**src/rtl/hp_reg3_sync.sv**
```systemverilog
// hp_reg3_sync: host-to-parasite register 3 data FIFO (two byte slots).
// The host writes, the parasite reads. In one-byte mode slot 0 acts as a
// single latch. In two-byte mode the status flags only change on complete
// pair boundaries, because they follow the slot-1 flag.
// Optional feature macro: HP_REG3_OVERRUN_DETECT_EN adds the sticky
// h_overrun / p_underrun error flags. Without it both flags are tied low.
module hp_reg3_sync #(
  parameter logic [7:0] BYTE0_RST = 8'hAA,
  parameter logic [7:0] BYTE1_RST = 8'hEE
) (
  input  logic       h_phi2,
  input  logic       h_rst_b,
  input  logic       h_we,
  input  logic [7:0] h_data,
  input  logic       p_re,
  input  logic       one_byte_mode,
  input  logic       overrun_clr,
  output logic [7:0] p_data,
  output logic       p_data_available,
  output logic       h_full,
  output logic       h_overrun,
  output logic       p_underrun
);

  // Slot-occupied flags and slot data registers.
  logic       f0;
  logic       f1;
  logic [7:0] byte0;
  logic [7:0] byte1;

  // Next-state values and load enables for the data registers.
  logic       f0_nxt;
  logic       f1_nxt;
  logic       load0;
  logic       load1;

  // Qualified accesses, evaluated against the state before the edge.
  logic       wr_ok;
  logic       rd_ok;
  logic       wr_ignored;
  logic       rd_ignored;

  // Both status flags look at the same slot: slot 0 in latch mode, and the
  // pair-completion slot in two-byte mode.
  always_comb begin
    h_full           = one_byte_mode ? f0 : f1;
    p_data_available = one_byte_mode ? f0 : f1;
    p_data           = f0 ? byte0 : byte1;
  end

  // A write is legal only when not full, and a read only when data is
  // available. These two conditions are mutually exclusive.
  always_comb begin
    wr_ok      = h_we & ~h_full;
    rd_ok      = p_re & p_data_available;
    wr_ignored = h_we & h_full;
    rd_ignored = p_re & ~p_data_available;
  end

  // Slot sequencing. Writes fill slot 0, then slot 1. Reads drain slot 0,
  // then slot 1. Latch mode keeps slot 1 flushed.
  always_comb begin
    f0_nxt = f0;
    f1_nxt = f1;
    load0  = 1'b0;
    load1  = 1'b0;

    if (wr_ok) begin
      if (!f0) begin
        load0  = 1'b1;
        f0_nxt = 1'b1;
      end else if (!one_byte_mode) begin
        load1  = 1'b1;
        f1_nxt = 1'b1;
      end
    end

    if (rd_ok) begin
      if (one_byte_mode || f0) begin
        f0_nxt = 1'b0;
      end else begin
        f1_nxt = 1'b0;
      end
    end

    if (one_byte_mode) begin
      f1_nxt = 1'b0;
    end
  end

  // Flag register. Reset discards any partially filled pair.
  always_ff @(posedge h_phi2 or negedge h_rst_b) begin
    if (!h_rst_b) begin
      f0 <= 1'b0;
      f1 <= 1'b0;
    end else begin
      f0 <= f0_nxt;
      f1 <= f1_nxt;
    end
  end

  // Data registers. They load only on an accepted write to their slot.
  always_ff @(posedge h_phi2 or negedge h_rst_b) begin
    if (!h_rst_b) begin
      byte0 <= BYTE0_RST;
      byte1 <= BYTE1_RST;
    end else begin
      if (load0) begin
        byte0 <= h_data;
      end
      if (load1) begin
        byte1 <= h_data;
      end
    end
  end

`ifdef HP_REG3_OVERRUN_DETECT_EN
  logic overrun_q;
  logic underrun_q;

  // Sticky error flags. A set in the same cycle as a clear takes priority.
  always_ff @(posedge h_phi2 or negedge h_rst_b) begin
    if (!h_rst_b) begin
      overrun_q  <= 1'b0;
      underrun_q <= 1'b0;
    end else begin
      if (wr_ignored) begin
        overrun_q <= 1'b1;
      end else if (overrun_clr) begin
        overrun_q <= 1'b0;
      end
      if (rd_ignored) begin
        underrun_q <= 1'b1;
      end else if (overrun_clr) begin
        underrun_q <= 1'b0;
      end
    end
  end

  assign h_overrun  = overrun_q;
  assign p_underrun = underrun_q;
`else
  logic unused_err;

  assign unused_err = overrun_clr ^ wr_ignored ^ rd_ignored;
  assign h_overrun  = 1'b0;
  assign p_underrun = 1'b0;
`endif

endmodule

```
**config.mk**
```make
export PLATFORM = sky130hd
export DESIGN_NAME = hp_reg3_sync
export DESIGN_NICKNAME = d
export VERILOG_FILES = /design/src/rtl/hp_reg3_sync.sv
export SDC_FILE = /design/constraint.sdc
export NUM_CORES = 1
export LEC_CHECK = 0
export ABC_AREA = 0
export BUFFER_PORTS_ARGS = -buffer_cell sky130_fd_sc_hd__buf_2
export CORE_UTILIZATION = 44
export CTS_CLUSTER_DIAMETER = 120
export DETAILED_ROUTE_END_ITERATION = 10
export PLACE_DENSITY = 0.76
export SLEW_MARGIN = 20
export SYNTH_ARGS = -nofsm -noshare
export SYNTH_HDL_FRONTEND = slang
export SYNTH_SLANG_ARGS = --single-unit
```
**constraint.sdc**
```tcl
create_clock -name h_phi2 -period 1.3 [get_ports h_phi2]
set_input_delay 0.065 -clock h_phi2 [delete_from_list [all_inputs] [get_ports h_phi2]]
set_output_delay 0.065 -clock h_phi2 [all_outputs]
set_load 0.005 [all_outputs]
```
==> impl_metrics.toml, run 1 <==
[layout]
num-nets-final = 108
drive_gt1_share_pct = 78.5
syn_to_final_growth_pct = 40.9
insertedDiodeCount = 0
fillers = 152

[placement]
io_buffers = 22
place.gp.congestion = 0.764
place_ws_ns = -0.0698
place_hpwl_mm = 1.09

[synthesis]
synth_area_leaders = "mux2_2 32%, dfstp_2 31%, dfrtp_1 24%, buf_4 2.7%, nor3b_4 2.2%"
synth_top_family_by_area = "multiplexers"
yosysTopAreaCell = "mux2_2"
synth_mux_area_share_pct = 31.9
synth_seq_area_share_pct = 54.6
synth_cell_type_count = 14
ys_ff_latch = 18
synthXorXnorAreaFrac_pct = 0
synth_area_um2 = 848
synthesis.instances = 57
synth-warning-count = 0
yosys.area.top_type_share_pct = 31.9
yosys.area_share.simple_pct = 6.34
synth_fa_ha_area_share_pct = 0
synth_compound_area_share_pct = 3.54
syn_area_per_cell_um2 = 14.9

[pwr]
switching_share_pct = 27.5
switching_power_uw = 726
pwr-share-seq_pct = 41.5
clockPowerShare_pct = 13.3
power_leakage_nw = 0.565
power.internal_mw = 1.91
p_per_area_nw_per_um2 = 2210
max-vdd-ir-drop_mv = 1.30
p_comb_share_pct = 45.2

[global_routing]
grt_pass1_wl_mm = 2.74
grt_use_total_pct = 19.2
grt_pass1_vias = 576
grt_start_max_net_pins = 19
antenna_found_initial = 0
gr-total-overflow = 0

[setup_path]
r2r_start = "f1"
path_delay_family = "simple AND/OR/NAND/NOR gates"
worst-path-max-fanout = 8
startpoint_type = "flop"
worstSetupPathType = "reg -> reg"
arrival_ns = 1.57
critPathMaxStageDelay_ns = 0.39
reg2reg_depth = 4
r2r_slack_ns = -0.09
path_cells = "nor2b_4 > nor3b_4 > buf_12 > mux2_4"
required_ns = 1.49
timing.rr.end = "byte0[4]"
cp.buffers_inverters = 1
slowest_stage = "dfrtp_1"
critPathCaptureType = "flop"

[sta]
rsz0062_at_grt = "true"
setup-tns-final_ns = -1.05
setup_violations = 19
slew_violations = 0
max_freq_ghz = 0.721
setup_slack_ns = -0.0862
period_needed_ns = 1.39
fin_skew_ns = 0.00914
post-route-period-util_pct = 107
finalHoldViolations = 0

[floorplanning]
fp-row-count = 15
initial_core_util_pct = 48.1
die_h_um = 45.9
die_w_um = 45.9
ios = 26
core_area_um2 = 1760
dieArea_um2 = 2110

[drt]
vias_per_cell = 4.87
routed_wl_mm = 1.68
drcViolationCount = 0
detail-route-antenna-nets = 0
drt-wirelength-per-cell_um = 14.2
drt_iter0_markers = 2
firstDrtPassIters = 2
via_count = 575

[run_status]
status = "finished, violations left"
violations = "negative setup slack"

[clock_network]
cts_tree = "done"
clockRootBuffer = "clkbuf_4"
htreeDepth = 1
clockBufferDepth = 2
cts_buffers = 3
clk-insertion-delay-late_ns = 0.30
cts_sinks = 18
clk_pin_slew_ns = 0.11

[worst_hold_path]
min_to = "byte0[3]"
hold_depth = 2
hp-start = "h_data[3]"
hold_path.class = "in -> reg"

[run]
drv_cap = 0
[cells by family after synthesis]
logic type             Yosys count
buffers and inverters            4
AO/OA/AOI/OAI                    5
AND/OR/NAND/NOR                  5
flip-flops                      18
other                            1
multiplexers                    24
[cell type report]
class                      count  area (µm²)  share of cell area, %
clock buffer                   4        36.3                   3.04
multi-input combinational     36         427                   35.7
sequential                    18         463                   38.7
tap                           25        31.3                   2.62
timing repair buffer          35         238                   19.9
[worst max path at each step]
stage	start	to	cells past startpoint
detailed placement	f1	byte0[0]	4
CTS	f0	p_data[4]	3
global route	f0	p_data[0]	3
finish	f1	byte0[4]	4
global placement	f1	byte0[4]	4
floorplan	f1	byte0[0]	3
[cell usage in the layout, fill, tap and decap left out]
cell	n
mux2_4	14
buf_4	6
dfrtp_1	8
dfstp_2	10
nor3_4	1
clkbuf_4	3
buf_2	22
mux2_2	10
o21ai_0	2
nor2b_4	1
conb_1	2
nand2b_1	1
dlygate4sd3_1	4
a21o_1	2
nand2_4	1
buf_6	2
buf_12	1
clkbuf_8	1
a21oi_1	1
nor3b_4	1
[metrics by stage]
step                      util, %  instance area (µm²)  hold slack (ns)  instances  power (mW)
after floorplan                 -                  861           -0.231         58        1.69
after detailed placement     58.9                 1040           0.0134        108        2.08
after global placement       58.9                 1040           0.0110        108        2.04
after CTS                    67.2                 1180        0.0000314        117        2.64
after global routing         67.7                 1190          0.00745        118        2.79
final                        67.7                 1190          0.00883        118        2.64
[worst register-to-register path: stages, from the launching register on]
cell and delay (ns):
dfrtp_1 0.39, nor2b_4 0.14, nor3b_4 0.27, buf_12 0.18, mux2_4 0.30
[power groups by stage]
| stage | combinational, mW | clock, mW | sequential (mW) |
|---|---|---|---|
| 5_1_grt | 1.28 | 0.380 | 1.13 |
| 3_3_place_gp | 0.967 | 0 | 1.07 |
| 2_1_floorplan | 0.638 | 0 | 1.05 |
| 3_5_place_dp | 0.985 | 0 | 1.10 |
| 6_report | 1.19 | 0.351 | 1.09 |
| 4_1_cts | 1.19 | 0.359 | 1.09 |
[what timing repair did]
item / CTS / global route
pin swaps: 2 / 1
endpoints found under the setup margin: 22 / 26
endpoints found under the hold margin: 20 / 2
gates resized for setup: 17 / 0
hold buffers: 3 / 1
buffers inserted: 2 / 0
[synth_stat cells (all sizes together)]
library cell	count
a21o	2
a21oi	1
buf	4
conb	1
dfrtp	8
dfstp	10
mux2	24
nand2	1
nand2b	1
nor2b	1
nor3	1
nor3b	1
o21ai	2
[sequential cells by signal, summed over array words and instances (netlist names)]
register  count
byte0         8
byte1         8
f0            1
f1            1
[routing by layer]
layer / track usage [%] / wire length [µm] / part of all wire (%) / vias up
met5: 0 / 0 / 0 / -
met1: 25.7 / 782 / 47 / 282
met2: 29.3 / 795 / 47 / 19
met3: 4.76 / 74 / 4.4 / 4
met4: 8.82 / 27 / 1.6 / 0
li1: - / - / - / 270
Power figures use the tool's default switching activity.
==> inputs of run 2 (changes only) <==
--- a/config.mk
+++ b/config.mk
@@ -7,6 +7,7 @@
 export LEC_CHECK = 0
 export ABC_AREA = 0
 export BUFFER_PORTS_ARGS = -buffer_cell sky130_fd_sc_hd__buf_2
+export CORE_MARGIN = 4
 export CORE_UTILIZATION = 44
 export CTS_CLUSTER_DIAMETER = 120
 export DETAILED_ROUTE_END_ITERATION = 10
==> run 2 against run 1 <==
  * The flow still finishes with violations (negative setup slack)
  * Clock-buffer cell count shrank 1
  * Clock power fell by 22%
  * Critical path depth is the same
  * First-iteration DRC count grew to 3.5 times the previous value
  * Routed wire length is 9.7% higher
  * Combinational power increased by 32%
  * Die area up 28%
  * Maximum frequency decreased by 1.1%
  * Flip-flop and latch count is the same
  * Setup slack worse by 0.015 ns
  * Sequential power about the same
==> impl_metrics.toml, run 2 (synthesized netlist as in run 1, its figures left out) <==
[setup_path]
cp.buffers_inverters = 2
critPathCaptureType = "flop"
path_delay_family = "flip-flops"
arrival_ns = 1.58
slowest_stage = "dfrtp_2"
path_cells = "buf_4 > nor3b_4 > buf_6 > mux2_4"
r2r_slack_ns = -0.10
worstSetupPathType = "reg -> reg"
startpoint_type = "flop"
critPathMaxStageDelay_ns = 0.45
required_ns = 1.48
worst-path-max-fanout = 5

[placement]
io_buffers = 22
place_ws_ns = -0.0248
dp.cells = 108
placed_area_um2 = 1030
place_hpwl_mm = 1.17
place.gp.congestion = 0.692

[pwr]
switching_share_pct = 27.0
max-vdd-ir-drop_mv = 1.47
p_per_area_nw_per_um2 = 2340
power_leakage_nw = 0.611
pwr-share-seq_pct = 37.9
clockPowerShare_pct = 9.3
power.internal_mw = 2.16
p_comb_share_pct = 52.9
switching_power_uw = 801
power_mw = 2.96

[run_status]
status = "finished, violations left"
violations = "negative setup slack"

[clock_network]
cts_tree = "done"
cts_buffers = 3
clk_pin_slew_ns = 0.10
clockBufferDepth = 2
htreeDepth = 1
clockRootBuffer = "clkbuf_4"
clk-insertion-delay-late_ns = 0.29
cts_sinks = 18

[floorplanning]
core_area_um2 = 1780
die_w_um = 51.9
initial_core_util_pct = 47.6
fp-row-count = 15
die_h_um = 51.9
dieArea_um2 = 2690
ios = 26

[sta]
setup_slack_ns = -0.101
hold_slack_ns = 0.0188
rsz0062_at_grt = "true"
setup_violations = 17
max_freq_ghz = 0.714
fin_skew_ns = 0.00339
slew_violations = 0
post-route-period-util_pct = 108
period_needed_ns = 1.40
setup-tns-final_ns = -1.19
finalHoldViolations = 0

[global_routing]
grt_pass1_wl_mm = 3.04
grt_use_total_pct = 16.2
grt_start_max_net_pins = 19
gr-total-overflow = 0
grt_busiest_layer = "met2"
antenna_found_initial = 0
met1_usage_pct = 19.9
grtUsageMet3_pct = 4.58
grt_pass1_vias = 640
met2_usage_pct = 25.3

[layout]
final_common_cell = "mux2_4"
num-nets-final = 108
insertedDiodeCount = 0
drive_gt1_share_pct = 79.3
stdcell_area_um2 = 1270
syn_to_final_growth_pct = 49.4
mostFrequentLayoutCells = "24 x mux2_4, 15 x buf_2, 14 x buf_6, 10 x dfstp_2, 7 x dfrtp_1"
top_regs = "byte0 (8), byte1 (8)"
utilization_pct = 71.1
final_cells = 117

[drt]
firstDrtPassIters = 3
drt-wirelength-per-cell_um = 15.8
vias_per_cell = 4.90
via_count = 573
detail-route-antenna-nets = 0
drt_iter0_markers = 7
drcViolationCount = 0
routed_wl_mm = 1.84

[worst_hold_path]
hold_path.class = "in -> reg"

[run]
drv_cap = 0
## run 2: per-layer routing
layer	vias up	share of wire (%)
li1	266	-
met1	284	43
met2	19	49
met3	4	6.3
met4	0	1.8
met5	-	0
## run 2: final timing paths
path | cells past startpoint | startpoint | end
worst max-delay path | 4 | f0 | byte0[4]
worst min-delay path | 2 | h_data[4] | byte1[4]
worst max register to register | 4 | f0 | byte0[4]
worst min register to register | 1 | byte0[6] | byte0[6]
max in group asynchronous | 2 | h_rst_b | byte1[5]
min in group asynchronous | 2 | h_rst_b | byte0[0]
## run 2: power groups by stage
stage / clock, mW / combinational (mW) / sequential [mW]
after global routing: 0.318 / 1.68 / 1.16
after floorplan: 0 / 0.638 / 1.05
after global placement: 0 / 0.958 / 1.07
after detailed placement: 0 / 0.983 / 1.10
final: 0.274 / 1.57 / 1.12
after CTS: 0.286 / 1.47 / 1.11
## run 2: what timing repair did
action,in CTS,in global routing
pin swaps,1,0
endpoints found under the setup margin,13,26
endpoints found under the hold margin,10,2
buffers inserted,2,1
hold buffers,1,2
resized for setup,32,8
## run 2: area by class of cell
| type | instances | area, µm² |
|---|---|---|
| fill | 126 | 515 |
| clock buffer | 3 | 22.5 |
| timing repair buffer | 35 | 293 |
| tap | 25 | 31.3 |
| multi-input combinational | 36 | 457 |
| sequential | 18 | 464 |
## run 2: worst reg2reg max path, delay by kind of cell, from the launching register on
kind	cells	cell delay, ns
mux	1	0.30
flops	1	0.45
buf+inv	2	0.32
simple gates	1	0.22
==> inputs of run 3 (changes only) <==
--- a/config.mk
+++ b/config.mk
@@ -6,12 +6,13 @@
 export NUM_CORES = 1
 export LEC_CHECK = 0
 export ABC_AREA = 0
+export ABC_CLOCK_PERIOD_IN_PS = 1300
 export BUFFER_PORTS_ARGS = -buffer_cell sky130_fd_sc_hd__buf_2
 export CORE_MARGIN = 4
 export CORE_UTILIZATION = 44
 export CTS_CLUSTER_DIAMETER = 120
 export DETAILED_ROUTE_END_ITERATION = 10
-export PLACE_DENSITY = 0.76
+export PLACE_DENSITY = 0.82
 export SLEW_MARGIN = 20
 export SYNTH_ARGS = -nofsm -noshare
 export SYNTH_HDL_FRONTEND = slang
==> run 3 against run 2 <==
  * The run still ends with negative setup slack left
  * Cell count is the same
  * Global-route usage is 1.5 points lower
  * Power increased by 6.1%
  * Via count rose by 1.9%
  * Setup slack worse by 0.035 ns
  * Largest cell class unchanged
==> impl_metrics.toml, run 3 (synthesized netlist as in run 1, its figures left out) <==
[run_status]
status = "finished, violations left"
violations = "negative setup slack"

[floorplanning]
die_h_um = 51.9
die_w_um = 51.9
ios = 26
core_area_um2 = 1780
dieArea_um2 = 2690
fp-row-count = 15
initial_core_util_pct = 47.6

[sta]
hold_slack_ns = 0.0197
setup-tns-final_ns = -1.82
period_needed_ns = 1.44
max_freq_ghz = 0.696
setup_slack_ns = -0.136
fin_skew_ns = 0.00613
post-route-period-util_pct = 110
finalHoldViolations = 0
setup_violations = 24
rsz0062_at_grt = "true"
slew_violations = 0

[global_routing]
grt_use_total_pct = 14.7
antenna_found_initial = 0
grt_pass1_wl_mm = 2.82
grt_pass1_vias = 631
grt_start_max_net_pins = 19
gr-total-overflow = 0

[drt]
detail-route-antenna-nets = 0
drt-wirelength-per-cell_um = 16.6
drt_iter0_markers = 8
firstDrtPassIters = 4
via_count = 584
routed_wl_mm = 1.94
drcViolationCount = 0
vias_per_cell = 4.99

[pwr]
p_comb_share_pct = 53.8
power.internal_mw = 2.31
clockPowerShare_pct = 10.7
p_per_area_nw_per_um2 = 2400
power_leakage_nw = 0.628
pwr-share-seq_pct = 35.4
switching_share_pct = 26.5
switching_power_uw = 833
max-vdd-ir-drop_mv = 1.46

[layout]
ff_latch_area_um2 = 464
fillers = 125
syn_to_final_growth_pct = 54.4
multi_input_area_um2 = 457
drive_gt1_share_pct = 81.5
final_cells = 117
top_regs = "byte0 (8), byte1 (8)"
final_common_cell = "mux2_4"
insertedDiodeCount = 0
num-nets-final = 107
mostFrequentLayoutCells = "24 x mux2_4, 15 x buf_6, 14 x buf_2, 10 x dfstp_2, 7 x dfrtp_1"

[clock_network]
clockBufferDepth = 2
clk-insertion-delay-late_ns = 0.29
clockRootBuffer = "clkbuf_4"
clk_pin_slew_ns = 0.10
cts_buffers = 3
htreeDepth = 1
cts_tree = "done"
cts_sinks = 18

[setup_path]
worst-path-max-fanout = 4
r2r_slack_ns = -0.14
worstSetupPathType = "reg -> reg"
startpoint_type = "flop"
arrival_ns = 1.65
required_ns = 1.52
reg2reg_depth = 4
r2r_start = "f0"
timing.rr.end = "byte0[3]"
critPathCaptureType = "flop"

[placement]
place.gp.congestion = 0.692
dp.cells = 107
io_buffers = 22
place_hpwl_mm = 1.16

[worst_hold_path]
hp-start = "h_data[3]"
min_to = "byte1[3]"
hold_path.class = "in -> reg"
hold_depth = 2

[run]
drv_cap = 0
[run 3: worst max-delay path: stages, from the launching register on]
cell	delay, ns
dfrtp_2	0.46
buf_6	0.13
nor3b_4	0.27
clkbuf_16	0.21
mux2_4	0.30
[run 3: per-layer routing]
layer	global-route usage (%)	part of all wire, %	wire length (µm)
met4	7.86	0.82	16
met1	17.1	41	799
met5	0	0	0
met3	1.72	4.4	86
met2	25.9	53	1040
[run 3: worst max-delay path by stage]
stage	from	endpoint	slack, ns	depth (start not counted)
floorplan	f1	byte0[0]	-0.11	3
global placement	f1	byte1[0]	-0.02	4
detailed placement	f1	byte1[0]	-0.05	4
CTS	f0	byte0[4]	-0.12	4
global route	f0	byte0[7]	-0.18	4
finish	f0	byte0[3]	-0.14	4
[run 3: repair_timing]
item / 4_1_cts / 5_1_grt
hold endpoints to repair: 18 / 0
cloned: 0 / 1
endpoints found under the setup margin: 21 / 26
pin swaps: 0 / 1
gates resized for setup: 28 / 11
hold buffers: 1 / 0
setup buffers: 3 / 1
[run 3: final cells by class]
cell class	instances	area share [%]
Tap cell	25	2.39
Sequential cell	18	35.4
Timing Repair Buffer	34	24.5
Multi-Input combinational cell	36	34.9
Clock buffer	4	2.77
[run 3: power groups by stage]
stage / clock [mW] / combinational [mW] / sequential [mW]
2_1_floorplan: 0 / 0.638 / 1.05
3_5_place_dp: 0 / 1.01 / 1.09
6_report: 0.338 / 1.69 / 1.11
4_1_cts: 0.352 / 1.52 / 1.10
3_3_place_gp: 0 / 0.982 / 1.07
5_1_grt: 0.376 / 1.81 / 1.16
[run 3: through the flow]
stage                     power [mW]  setup slack (ns)  area, µm²  util (%)
after floorplan                 1.69            -0.107        861         -
after global placement          2.05           -0.0238       1040      58.6
after detailed placement        2.10           -0.0534       1040      58.6
after CTS                       2.97            -0.115       1240      69.3
after global routing            3.35            -0.178       1310      73.5
final                           3.15            -0.136       1310      73.5
